$ cat config.mk
export PLATFORM = sky130hd
export DESIGN_NAME = alsu_cmd_sequencer_flat
export DESIGN_NICKNAME = d
export VERILOG_FILES = /design/src/rtl/alsu_cmd_sequencer_if.sv /design/src/rtl/alsu_cmd_sequencer.sv /design/src/flat_wrapper.sv
export SDC_FILE = /design/constraint.sdc
export NUM_CORES = 1
export LEC_CHECK = 0
export ABC_CLOCK_PERIOD_IN_PS = 3200
export BUFFER_PORTS_ARGS = -buffer_cell sky130_fd_sc_hd__buf_2
export CAP_MARGIN = 10
export CORE_UTILIZATION = 35
export CTS_CLUSTER_SIZE = 12
export DETAILED_ROUTE_END_ITERATION = 6
export HOLD_SLACK_MARGIN = 0.1
export MAX_ROUTING_LAYER = met4
export SYNTH_ARGS = -nofsm -noshare
export SYNTH_HDL_FRONTEND = slang
export SYNTH_SLANG_ARGS = --single-unit
$ cat constraint.sdc
create_clock -name clk -period 3.2 [get_ports clk]
set_clock_uncertainty 0.05 [all_clocks]
set_input_delay 0.48 -clock clk [delete_from_list [all_inputs] [get_ports clk]]
set_output_delay 0.48 -clock clk [all_outputs]
set_load 0.03 [all_outputs]
$ cat src/rtl/alsu_cmd_sequencer_if.sv
// Command/issue bundle between the ALSU command sequencer and its neighbours.
// The master side presents packed command words and the stall input. The slave
// side, the sequencer itself, drives the ALSU input word and its status.
interface alsu_cmd_sequencer_if #(
  parameter int DEPTH = 4
);
  localparam int CW = $clog2(DEPTH) + 1;

  logic                cmd_valid;
  logic                cmd_ready;
  logic [16:0]         cmd_data;
  logic                hold;
  logic [2:0]          alsu_opcode;
  logic signed [2:0]   alsu_A;
  logic signed [2:0]   alsu_B;
  logic                alsu_cin;
  logic                alsu_red_op_A;
  logic                alsu_red_op_B;
  logic                alsu_bypass_A;
  logic                alsu_bypass_B;
  logic                alsu_direction;
  logic                alsu_serial_in;
  logic                issue_valid;
  logic                seq_busy;
  logic                seq_done;
  logic [CW-1:0]       fifo_count;

  modport master (
    output cmd_valid, cmd_data, hold,
    input  cmd_ready, alsu_opcode, alsu_A, alsu_B, alsu_cin, alsu_red_op_A,
           alsu_red_op_B, alsu_bypass_A, alsu_bypass_B, alsu_direction,
           alsu_serial_in, issue_valid, seq_busy, seq_done, fifo_count
  );

  modport slave (
    input  cmd_valid, cmd_data, hold,
    output cmd_ready, alsu_opcode, alsu_A, alsu_B, alsu_cin, alsu_red_op_A,
           alsu_red_op_B, alsu_bypass_A, alsu_bypass_B, alsu_direction,
           alsu_serial_in, issue_valid, seq_busy, seq_done, fifo_count
  );
endinterface

$ cat src/rtl/alsu_cmd_sequencer.sv
// ALSU command sequencer.
// Buffers packed command words in a small FIFO and issues one word per clock
// onto the ALSU input pins. A seq_mode command expands into the fixed burst
// OR, XOR, ADD, MULT, SHIFT, ROTATE on its operands. The low 16 bits of a
// command word use the same layout as the issued ALSU word, so a single
// command is issued by copying them.
module alsu_cmd_sequencer #(
  parameter int         DEPTH       = 4,
  parameter logic [2:0] IDLE_OPCODE = 3'b000
) (
  input logic                 clk,
  input logic                 rst,
  alsu_cmd_sequencer_if.slave bus
);
  localparam int             AW         = (DEPTH > 1) ? $clog2(DEPTH) : 1;
  localparam int             CW         = $clog2(DEPTH) + 1;
  localparam logic [CW-1:0]  FULL_COUNT = CW'(DEPTH);
  localparam logic [CW-1:0]  CNT_ONE    = CW'(1);
  localparam logic [AW-1:0]  PTR_ONE    = AW'(1);
  localparam logic [15:0]    IDLE_WORD  = {IDLE_OPCODE, 13'd0};

  typedef enum logic [1:0] {
    IDLE   = 2'd0,
    SINGLE = 2'd1,
    SEQ    = 2'd2
  } state_t;

  // Opcode issued at a given burst step
  function automatic logic [2:0] seq_opcode(input logic [2:0] step);
    case (step)
      3'd0:    return 3'd0;  // OR
      3'd1:    return 3'd1;  // XOR
      3'd2:    return 3'd2;  // ADD
      3'd3:    return 3'd3;  // MULT
      3'd4:    return 3'd4;  // SHIFT
      3'd5:    return 3'd5;  // ROTATE
      default: return IDLE_OPCODE;
    endcase
  endfunction

  // Operand/control fields kept for a burst; reduction and bypass flags are
  // cleared so every burst step really exercises the arithmetic/shift path
  function automatic logic [12:0] burst_fields(input logic [16:0] cmd);
    return {cmd[12:7], cmd[6], 4'b0000, cmd[1:0]};
  endfunction

  logic [16:0]    mem_r [DEPTH];
  logic [AW-1:0]  wr_ptr_r;
  logic [AW-1:0]  rd_ptr_r;
  logic [CW-1:0]  count_r;
  state_t         state_r;
  logic [2:0]     step_r;
  logic [12:0]    burst_r;
  logic [15:0]    word_r;
  logic           issue_valid_r;
  logic           seq_busy_r;
  logic           seq_done_r;

  logic           full_s;
  logic           empty_s;
  logic           push_s;
  logic           pop_s;
  logic           burst_run_s;
  logic [16:0]    head_s;

  // A full FIFO refuses new words even when a pop happens in the same cycle
  assign full_s      = (count_r == FULL_COUNT);
  assign empty_s     = (count_r == {CW{1'b0}});
  assign push_s      = bus.cmd_valid && !full_s;
  assign burst_run_s = (state_r == SEQ) && (step_r < 3'd5);
  assign pop_s       = !bus.hold && !burst_run_s && !empty_s;
  assign head_s      = mem_r[rd_ptr_r];

  assign bus.cmd_ready      = !full_s;
  assign bus.fifo_count     = count_r;
  assign bus.alsu_opcode    = word_r[15:13];
  assign bus.alsu_A         = $signed(word_r[12:10]);
  assign bus.alsu_B         = $signed(word_r[9:7]);
  assign bus.alsu_cin       = word_r[6];
  assign bus.alsu_red_op_A  = word_r[5];
  assign bus.alsu_red_op_B  = word_r[4];
  assign bus.alsu_bypass_A  = word_r[3];
  assign bus.alsu_bypass_B  = word_r[2];
  assign bus.alsu_direction = word_r[1];
  assign bus.alsu_serial_in = word_r[0];
  assign bus.issue_valid    = issue_valid_r;
  assign bus.seq_busy       = seq_busy_r;
  assign bus.seq_done       = seq_done_r;

  // FIFO storage write; contents need no reset since occupancy gates reads
  always_ff @(posedge clk) begin
    if (push_s) begin
      mem_r[wr_ptr_r] <= bus.cmd_data;
    end
  end

  // FIFO pointers and occupancy
  always_ff @(posedge clk or posedge rst) begin
    if (rst) begin
      wr_ptr_r <= {AW{1'b0}};
      rd_ptr_r <= {AW{1'b0}};
      count_r  <= {CW{1'b0}};
    end else begin
      if (push_s) begin
        wr_ptr_r <= wr_ptr_r + PTR_ONE;
      end
      if (pop_s) begin
        rd_ptr_r <= rd_ptr_r + PTR_ONE;
      end
      case ({push_s, pop_s})
        2'b10:   count_r <= count_r + CNT_ONE;
        2'b01:   count_r <= count_r - CNT_ONE;
        default: count_r <= count_r;
      endcase
    end
  end

  // Issue state machine with registered ALSU word and status outputs
  always_ff @(posedge clk or posedge rst) begin
    if (rst) begin
      state_r       <= IDLE;
      step_r        <= 3'd0;
      burst_r       <= 13'd0;
      word_r        <= IDLE_WORD;
      issue_valid_r <= 1'b0;
      seq_busy_r    <= 1'b0;
      seq_done_r    <= 1'b0;
    end else if (bus.hold) begin
      // Stall: everything frozen, ALSU sees the idle word, busy keeps its value
      word_r        <= IDLE_WORD;
      issue_valid_r <= 1'b0;
      seq_done_r    <= 1'b0;
    end else if (burst_run_s) begin
      step_r        <= step_r + 3'd1;
      word_r        <= {seq_opcode(step_r + 3'd1), burst_r};
      issue_valid_r <= 1'b1;
      seq_busy_r    <= 1'b1;
      seq_done_r    <= (step_r == 3'd4);
    end else if (!empty_s) begin
      step_r        <= 3'd0;
      issue_valid_r <= 1'b1;
      seq_done_r    <= 1'b0;
      if (head_s[16]) begin
        state_r    <= SEQ;
        burst_r    <= burst_fields(head_s);
        word_r     <= {seq_opcode(3'd0), burst_fields(head_s)};
        seq_busy_r <= 1'b1;
      end else begin
        state_r    <= SINGLE;
        word_r     <= head_s[15:0];
        seq_busy_r <= 1'b0;
      end
    end else begin
      state_r       <= IDLE;
      step_r        <= 3'd0;
      word_r        <= IDLE_WORD;
      issue_valid_r <= 1'b0;
      seq_busy_r    <= 1'b0;
      seq_done_r    <= 1'b0;
    end
  end
endmodule

$ cat src/flat_wrapper.sv
// flat-port wrapper written by rule: the top's interface ports become plain ports
module alsu_cmd_sequencer_flat 
#(
  parameter int         DEPTH       = 4,
  parameter logic [2:0] IDLE_OPCODE = 3'b000
)
  (clk, rst, bus_cmd_valid, bus_cmd_data, bus_hold, bus_cmd_ready, bus_alsu_opcode, bus_alsu_A, bus_alsu_B, bus_alsu_cin, bus_alsu_red_op_A, bus_alsu_red_op_B, bus_alsu_bypass_A, bus_alsu_bypass_B, bus_alsu_direction, bus_alsu_serial_in, bus_issue_valid, bus_seq_busy, bus_seq_done, bus_fifo_count);
  alsu_cmd_sequencer_if #(.DEPTH(DEPTH)) bus_i ();
  input logic clk;
  input logic rst;
  input wire logic [$bits(bus_i.cmd_valid)-1:0] bus_cmd_valid;
  input wire logic [$bits(bus_i.cmd_data)-1:0] bus_cmd_data;
  input wire logic [$bits(bus_i.hold)-1:0] bus_hold;
  output wire logic [$bits(bus_i.cmd_ready)-1:0] bus_cmd_ready;
  output wire logic [$bits(bus_i.alsu_opcode)-1:0] bus_alsu_opcode;
  output wire logic [$bits(bus_i.alsu_A)-1:0] bus_alsu_A;
  output wire logic [$bits(bus_i.alsu_B)-1:0] bus_alsu_B;
  output wire logic [$bits(bus_i.alsu_cin)-1:0] bus_alsu_cin;
  output wire logic [$bits(bus_i.alsu_red_op_A)-1:0] bus_alsu_red_op_A;
  output wire logic [$bits(bus_i.alsu_red_op_B)-1:0] bus_alsu_red_op_B;
  output wire logic [$bits(bus_i.alsu_bypass_A)-1:0] bus_alsu_bypass_A;
  output wire logic [$bits(bus_i.alsu_bypass_B)-1:0] bus_alsu_bypass_B;
  output wire logic [$bits(bus_i.alsu_direction)-1:0] bus_alsu_direction;
  output wire logic [$bits(bus_i.alsu_serial_in)-1:0] bus_alsu_serial_in;
  output wire logic [$bits(bus_i.issue_valid)-1:0] bus_issue_valid;
  output wire logic [$bits(bus_i.seq_busy)-1:0] bus_seq_busy;
  output wire logic [$bits(bus_i.seq_done)-1:0] bus_seq_done;
  output wire logic [$bits(bus_i.fifo_count)-1:0] bus_fifo_count;
  assign bus_i.cmd_valid = bus_cmd_valid;
  assign bus_i.cmd_data = bus_cmd_data;
  assign bus_i.hold = bus_hold;
  assign bus_cmd_ready = bus_i.cmd_ready;
  assign bus_alsu_opcode = bus_i.alsu_opcode;
  assign bus_alsu_A = bus_i.alsu_A;
  assign bus_alsu_B = bus_i.alsu_B;
  assign bus_alsu_cin = bus_i.alsu_cin;
  assign bus_alsu_red_op_A = bus_i.alsu_red_op_A;
  assign bus_alsu_red_op_B = bus_i.alsu_red_op_B;
  assign bus_alsu_bypass_A = bus_i.alsu_bypass_A;
  assign bus_alsu_bypass_B = bus_i.alsu_bypass_B;
  assign bus_alsu_direction = bus_i.alsu_direction;
  assign bus_alsu_serial_in = bus_i.alsu_serial_in;
  assign bus_issue_valid = bus_i.issue_valid;
  assign bus_seq_busy = bus_i.seq_busy;
  assign bus_seq_done = bus_i.seq_done;
  assign bus_fifo_count = bus_i.fifo_count;
  alsu_cmd_sequencer #(.DEPTH(DEPTH), .IDLE_OPCODE(IDLE_OPCODE)) u_core (.clk(clk), .rst(rst), .bus(bus_i));
endmodule
# [Yosys cells after proc, flatten, opt, wreduce, memory -nomap -nowiden]
# Memory sizes are Yosys's and may differ from the RTL's.
# Cells that the tools add are included.
[op_classes] bitwise_logic=3 order_cmp=1 n_mux=19 reduce_logical=12 eq_ne=10 n_addsub=5
[op_table] op="$mux 16" count=4
[op_table] op="$pmux 3 s5" count=1
[op_table] op="$eq 3x3->1 const B" count=4
[op_table] op="$mux 1" count=10
[op_table] op="$add 3x1->3 const B" count=2
[op_table] op="$eq 3x2->1 const B" count=2
[op_table] op="$pmux 3 s2" count=1
[op_table] op="$add 2x1->2 const B" count=2
[op_table] op="$eq 2x2->1 const B" count=2
[op_table] op="$logic_and 1x1->1" count=4
[op_table] op="$logic_not 1->1" count=4
[op_table] op="$mux 2" count=2
[op_table] op="$reduce_and 4->1" count=1
[op_table] op="$eq 3x1->1 const B" count=1
[op_table] op="$logic_not 3->1" count=1
[op_table] op="$lt 3x3->1 const B" count=1
[op_table] op="$mux 3" count=1
[op_table] op="$not 1->1" count=3
[op_table] op="$sub 3x1->3 const B" count=1
[op_table] op="$eq 2x1->1 const B" count=1
[op_table] op="$reduce_and 2->1" count=1
[op_table] op="$reduce_bool 2->1" count=1
[word_totals] mem_bits_rw=68 output_inout_bits=23 register_bits=40 in_bits=21 n_memories=1
[memory_table] memory="u_core.mem_r" depth=4 word_bits=17 rd=1 rd_ports_with_merged_regs=0 wr=1 line="alsu_cmd_sequencer.sv:47" text="logic [16:0] mem_r [DEPTH];"

# [Depth between registers and ports, before layout]
[depth] word_depth=7 mapped_depth=10

# [Worst setup path before layout]
# No wires, ideal clock.
[synth_path] path_kind="register to register" start="register u_core.count_r[2], in the netlist u_core.bus.fifo_count[2]" end="register u_core.count_r[2], in the netlist u_core.bus.fifo_count[2]" arrival_ps=2373 required_ps=3069 path_stages_with_launch=10 setup_slack_ps=696 path_cell_list="dfrtp_1 > or3b_1 > and2_1 > inv_1 > ha_1 > inv_1 > fa_1 > xor2_1 > nor2_1 > xor2_1"
[synth_via] elab_chain_len=5
[synth_rtl] item="start: declaration" line="alsu_cmd_sequencer.sv:50" text="logic [CW-1:0] count_r;"
[synth_rtl] item="start signal: assignment" line="alsu_cmd_sequencer.sv:102" text="count_r <= {CW{1'b0}};"
[synth_rtl] item="start signal: assignment" line="alsu_cmd_sequencer.sv:111" text="2'b10: count_r <= count_r + CNT_ONE;"
[synth_rtl] item="start signal: assignment" line="alsu_cmd_sequencer.sv:112" text="2'b01: count_r <= count_r - CNT_ONE;"
[synth_rtl] item="$eq 3x3->1 (*)" line="alsu_cmd_sequencer.sv:67" text="assign full_s = (count_r == FULL_COUNT);"
[synth_rtl] item="$logic_not 1->1 (*)"
[synth_rtl] item="named net bus_cmd_ready" line="flat_wrapper.sv:14" text="output wire logic [$bits(bus_i.cmd_ready)-1:0] bus_cmd_ready;"
[synth_rtl] item="$logic_and 1x1->1 (*)" line="alsu_cmd_sequencer.sv:69" text="assign push_s = bus.cmd_valid && !full_s;"
[synth_rtl] item="$eq 2x1->1 / $eq 2x2->1 (equally long branches)" line="alsu_cmd_sequencer.sv:110" text="case ({push_s, pop_s})"
[synth_rtl] item="$pmux 3 s2 / $reduce_bool 2->1 (equally long branches)"
# Mark *: on every way through the listed nets, which the timed path passes. The rest lies on a longest branch.
# A chain may end at the register's enable or synchronous reset.

# [Final worst setup path]
[layout_path] start="register u_core.step_r[2]" end="register u_core.count_r[2], in the netlist u_core.bus.fifo_count[2]"
[layout_via] elab_chain_len=7
[layout_rtl] item="start: declaration" line="alsu_cmd_sequencer.sv:52" text="logic [2:0] step_r;"
[layout_rtl] item="start signal: assignment" line="alsu_cmd_sequencer.sv:134" text="step_r <= step_r + 3'd1;"
[layout_rtl] item="$lt 3x3->1 (*)" line="alsu_cmd_sequencer.sv:70" text="assign burst_run_s = (state_r == SEQ) && (step_r < 3'd5);"
[layout_rtl] item="$logic_and 1x1->1 (*)" line="alsu_cmd_sequencer.sv:70"
[layout_rtl] item="$logic_not 1->1 (*)" line="alsu_cmd_sequencer.sv:71" text="assign pop_s = !bus.hold && !burst_run_s && !empty_s;"
[layout_rtl] item="$logic_and 1x1->1 (*) (2 in a row)" line="alsu_cmd_sequencer.sv:71"
[layout_rtl] item="named net u_core.pop_s" line="alsu_cmd_sequencer.sv:62" text="logic pop_s;"
[layout_rtl] item="$eq 2x1->1 / $eq 2x2->1 (equally long branches)" line="alsu_cmd_sequencer.sv:110"
[layout_rtl] item="$pmux 3 s2 / $reduce_bool 2->1 (equally long branches)"
[layout_rtl] item="end signal: assignment" line="alsu_cmd_sequencer.sv:111"
[layout_rtl] item="end signal: assignment" line="alsu_cmd_sequencer.sv:112"
[layout_rtl] item="end signal: assignment" line="alsu_cmd_sequencer.sv:113" text="default: count_r <= count_r;"
# Marks and branches as above.

==> run summary <==
• **highest-delay cell along the critical path** o21a_1
• **x dimension of the die** 113.8 µm
• **count of standard-cell rows** 40
• **vias in the first global route** 2336
• **share of the yosys chip area belonging to registers** 69.55%
• **cell area after technology mapping** 4375 µm²
• **quantity of gates resized following cts** 0
• **fraction of registers with async set/reset** 37.04%
• **largest net degree at the start of global routing** 22
• **share of the synthesized area in the top cell type** 46.67%
• **worst voltage drop across the vdd grid** 0.3253 mV
• **Worst Max-Slew Pin Slew** 0.9702 ns
• **Static Leakage** 1.985 nW
• **count of distinct cell types in the synthesized netlist** 37
• **fillers** 1130
• **critical path's largest stage delay** 0.52 ns
• **Setup Fix Bufs, Post-CTS** 0
• **Period Utilization, post-route** 74.06%
• **final setup violation count** 0
• **count leader, synth** edfxtp_1
• **cells traversed along the worst timing path** o21a_1 -> o211ai_1 -> inv_1 -> ha_1 -> inv_1 -> fa_1 -> xor2_1 -> nor2_1 -> xor2_1
• **count of mapped cells out of synthesis** 254
• **outcome** completed
• **All-Layer GR Usage** 13.78%
• **clock latency on the worst-skew pair** 0.34 ns
• **Total Die Area** 12950 µm²
• **Avg Cell Area, Syn** 17.23 µm²
• **number of hold-repair buffers added at the cts stage** 0
• **number of synthesized register bits** 108
• **min Tclk post-route** 2.370 ns
• **pins over their slew limit** 0
• **TritonCTS clock tree** done
• **data arrival at the endpoint of the critical path** 2.59 ns
• **total wirelength of the detailed-routed design** 8050 µm
• **core footprint** 12110 µm²
• **final RePlAce weighted congestion** 0.7737
• **Most used DFF post-synth** edfxtp_1
• **Routed Antenna Nets** 0
• **startpoint class of the critical path** flip-flop
• **gr ovfl total** 0
• **YS warnings** 0
• **CTS Buf Count** 9
• **count of flip-flops with a built-in enable after synthesis** 68
• **per-cell via count in the routed design** 4.910
• **buffers added on ports** 43
• **ports placed on the boundary** 44
• **chip height** 113.8 µm
• **average wire length per cell after detail routing** 16.84 µm
• **clock slew at the register clock pins of the worst setup and hold paths** 0.07 ns
• **commonest cells in the netlist** edfxtp_1 (68), dfrtp_1 (40), a21oi_1 (14), inv_1 (13)
• **starting density of the core** 36.13%
• **violation count after the first detailed-routing iteration** 114
• **number of hold violations in the final report** 0
• **vias** 2347
• **type of destination of the critical path** flip-flop
• **cell taking the most area after synthesis** edfxtp_1
• **number of remaining DRC errors** 0
• **first-pass GRT wire length** 12580 µm
• **nets** 337
• **setup repair after global routing missed its margin** no
• **overall power of the completed layout** 4.916 mW
• **fraction of layout instances using a drive strength above 1** 28.39%
• **layout-stage area growth over the synthesis result** 15.76%
• **class of the tightest hold or removal check** input pin to asynchronous set/reset pin
• **worst setup path class** flip-flop to flip-flop
• **setup total negative slack** 0 ns
• **Max-Slew Margin vs Limit** 35.18%
• **clock tree root driver cell** clkbuf_16
• **number of detailed-route iterations in the first pass** 4
• **number of sinks on the clock net** 108
• **antenna cells** 0
• **Pwr per Cell Area** 970.6 nW/µm²
• **WP data required** 3.42 ns
• **H-tree depth reported by CTS** 3
• **# Max-Cap Violations** 0
• **ranking of synthesized cells by area** edfxtp_1 (47%), dfrtp_1 (23%), mux4_1 (4.8%), mux4_2 (4.6%), ha_1 (2.9%)
• **worst-path maximum fanout** 13
• **sum of net half-perimeters after detailed placement** 5097 µm
• **maximum buffer depth of the clock tree** 2
• **number of nets produced by synthesis** 286
• **FMAX** 0.4220 GHz
• **initial antenna violation count** 0
## per-layer routing
layer / global-route usage, % / up-vias / share of wire, %
met2: 22.03 / 46 / 49
met1: 16.54 / 1205 / 45
met3: 3.135 / 15 / 3.0
met5: - / - / 0
met4: 6.753 / 0 / 2.5
li1: - / 1081 / -
## through the flow
stage | hold slack [ns] | util, % | instance area [µm²] | worst slack [ns] | cells
CTS | 0.2698 | 41.82 | 5065 | 0.8286 | 478
detailed placement | 0.4449 | 39.50 | 4785 | 0.7800 | 462
global placement | 0.4393 | 39.50 | 4785 | 0.8482 | 462
finish | 0.2427 | 41.82 | 5065 | 0.8302 | 478
floorplan | 0.4194 | - | 4375 | 0.6965 | 254
global route | 0.2979 | 41.82 | 5065 | 0.6488 | 478
## worst max-delay path: cells and delay by family (launching register included)
kind	cells	cell delay (ns)
flip-flops	1	0.42
XOR/XNOR	2	0.31
adder cells (fa/ha/maj)	2	0.54
AO/OA/AOI/OAI	2	0.71
AND/OR/NAND/NOR	1	0.11
buffers and inverters	2	0.16
## worst paths after layout
check	startpoint	endpoint	slack [ns]	cells after the start
min in group clk	bus_cmd_data[5]	u_core.mem_r[3][5]	0.30	1
max reg2reg	u_core.step_r[2]	u_core.bus.fifo_count[2]	0.83	9
min	rst	u_core.bus.fifo_count[0]	0.24	2
max	u_core.step_r[2]	u_core.bus.fifo_count[2]	0.83	9
min reg2reg	u_core.burst_r[1]	u_core.burst_r[1]	0.46	1
max in group asynchronous	rst	u_core.word_r[4]	2.06	3
## cells in the final DEF (no fill, tap or decap), types with 5 or more instances in the layout
cell type  count
dfrtp_1       40
nand3_1        9
mux4_2         9
mux2_2        10
nor2_1         5
edfxtp_1      68
mux4_1         8
a21oi_1       14
ha_1          10
nand2_1        6
buf_4          9
o211ai_1      10
clkbuf_16      9
buf_2         43
o21ai_0        5
inv_1         13
## cells by family (layout without fill, tap and decap cells)
logic type	after synthesis	in the layout	synth area share (%)
AO/OA/AOI/OAI	39	39	6.234
XOR/XNOR	6	6	1.201
adder cells (fa/ha/maj)	11	11	3.317
buffers and inverters	26	82	3.117
flip-flops	108	108	69.55
multiplexers	27	27	12.01
AND/OR/NAND/NOR	37	37	4.576
## flip-flops by register name, indices dropped and copies added, names as in the netlist
register / cells
u_core.rd_ptr_r: 2
u_core.bus.fifo_count: 3
u_core.wr_ptr_r: 2
u_core.bus.seq_busy: 1
u_core.mem_r: 68
u_core.state_r: 2
u_core.bus.seq_done: 1
u_core.bus.issue_valid: 1
u_core.word_r: 16
u_core.burst_r: 9
u_core.step_r: 3
## power by group
| group | switching (mW) | total, mW | internal, mW |
|---|---|---|---|
| clock | 0.484 | 1.04 | 0.552 |
| combinational | 1.08 | 1.79 | 0.712 |
| sequential | 0.183 | 2.09 | 1.90 |
| total | 1.75 | 4.92 | 3.17 |
## cell type report
cell class	instances	area [µm²]	area share (%)
clock buffer	11	242.7	4.792
clock inverter	5	37.54	0.7411
inverter	14	52.55	1.038
multi-input combinational	120	1196	23.62
sequential	108	3043	60.08
tap	168	210.2	4.150
timing repair buffer	52	282.8	5.583
No activity file was read; power rests on OpenSTA's default activity.
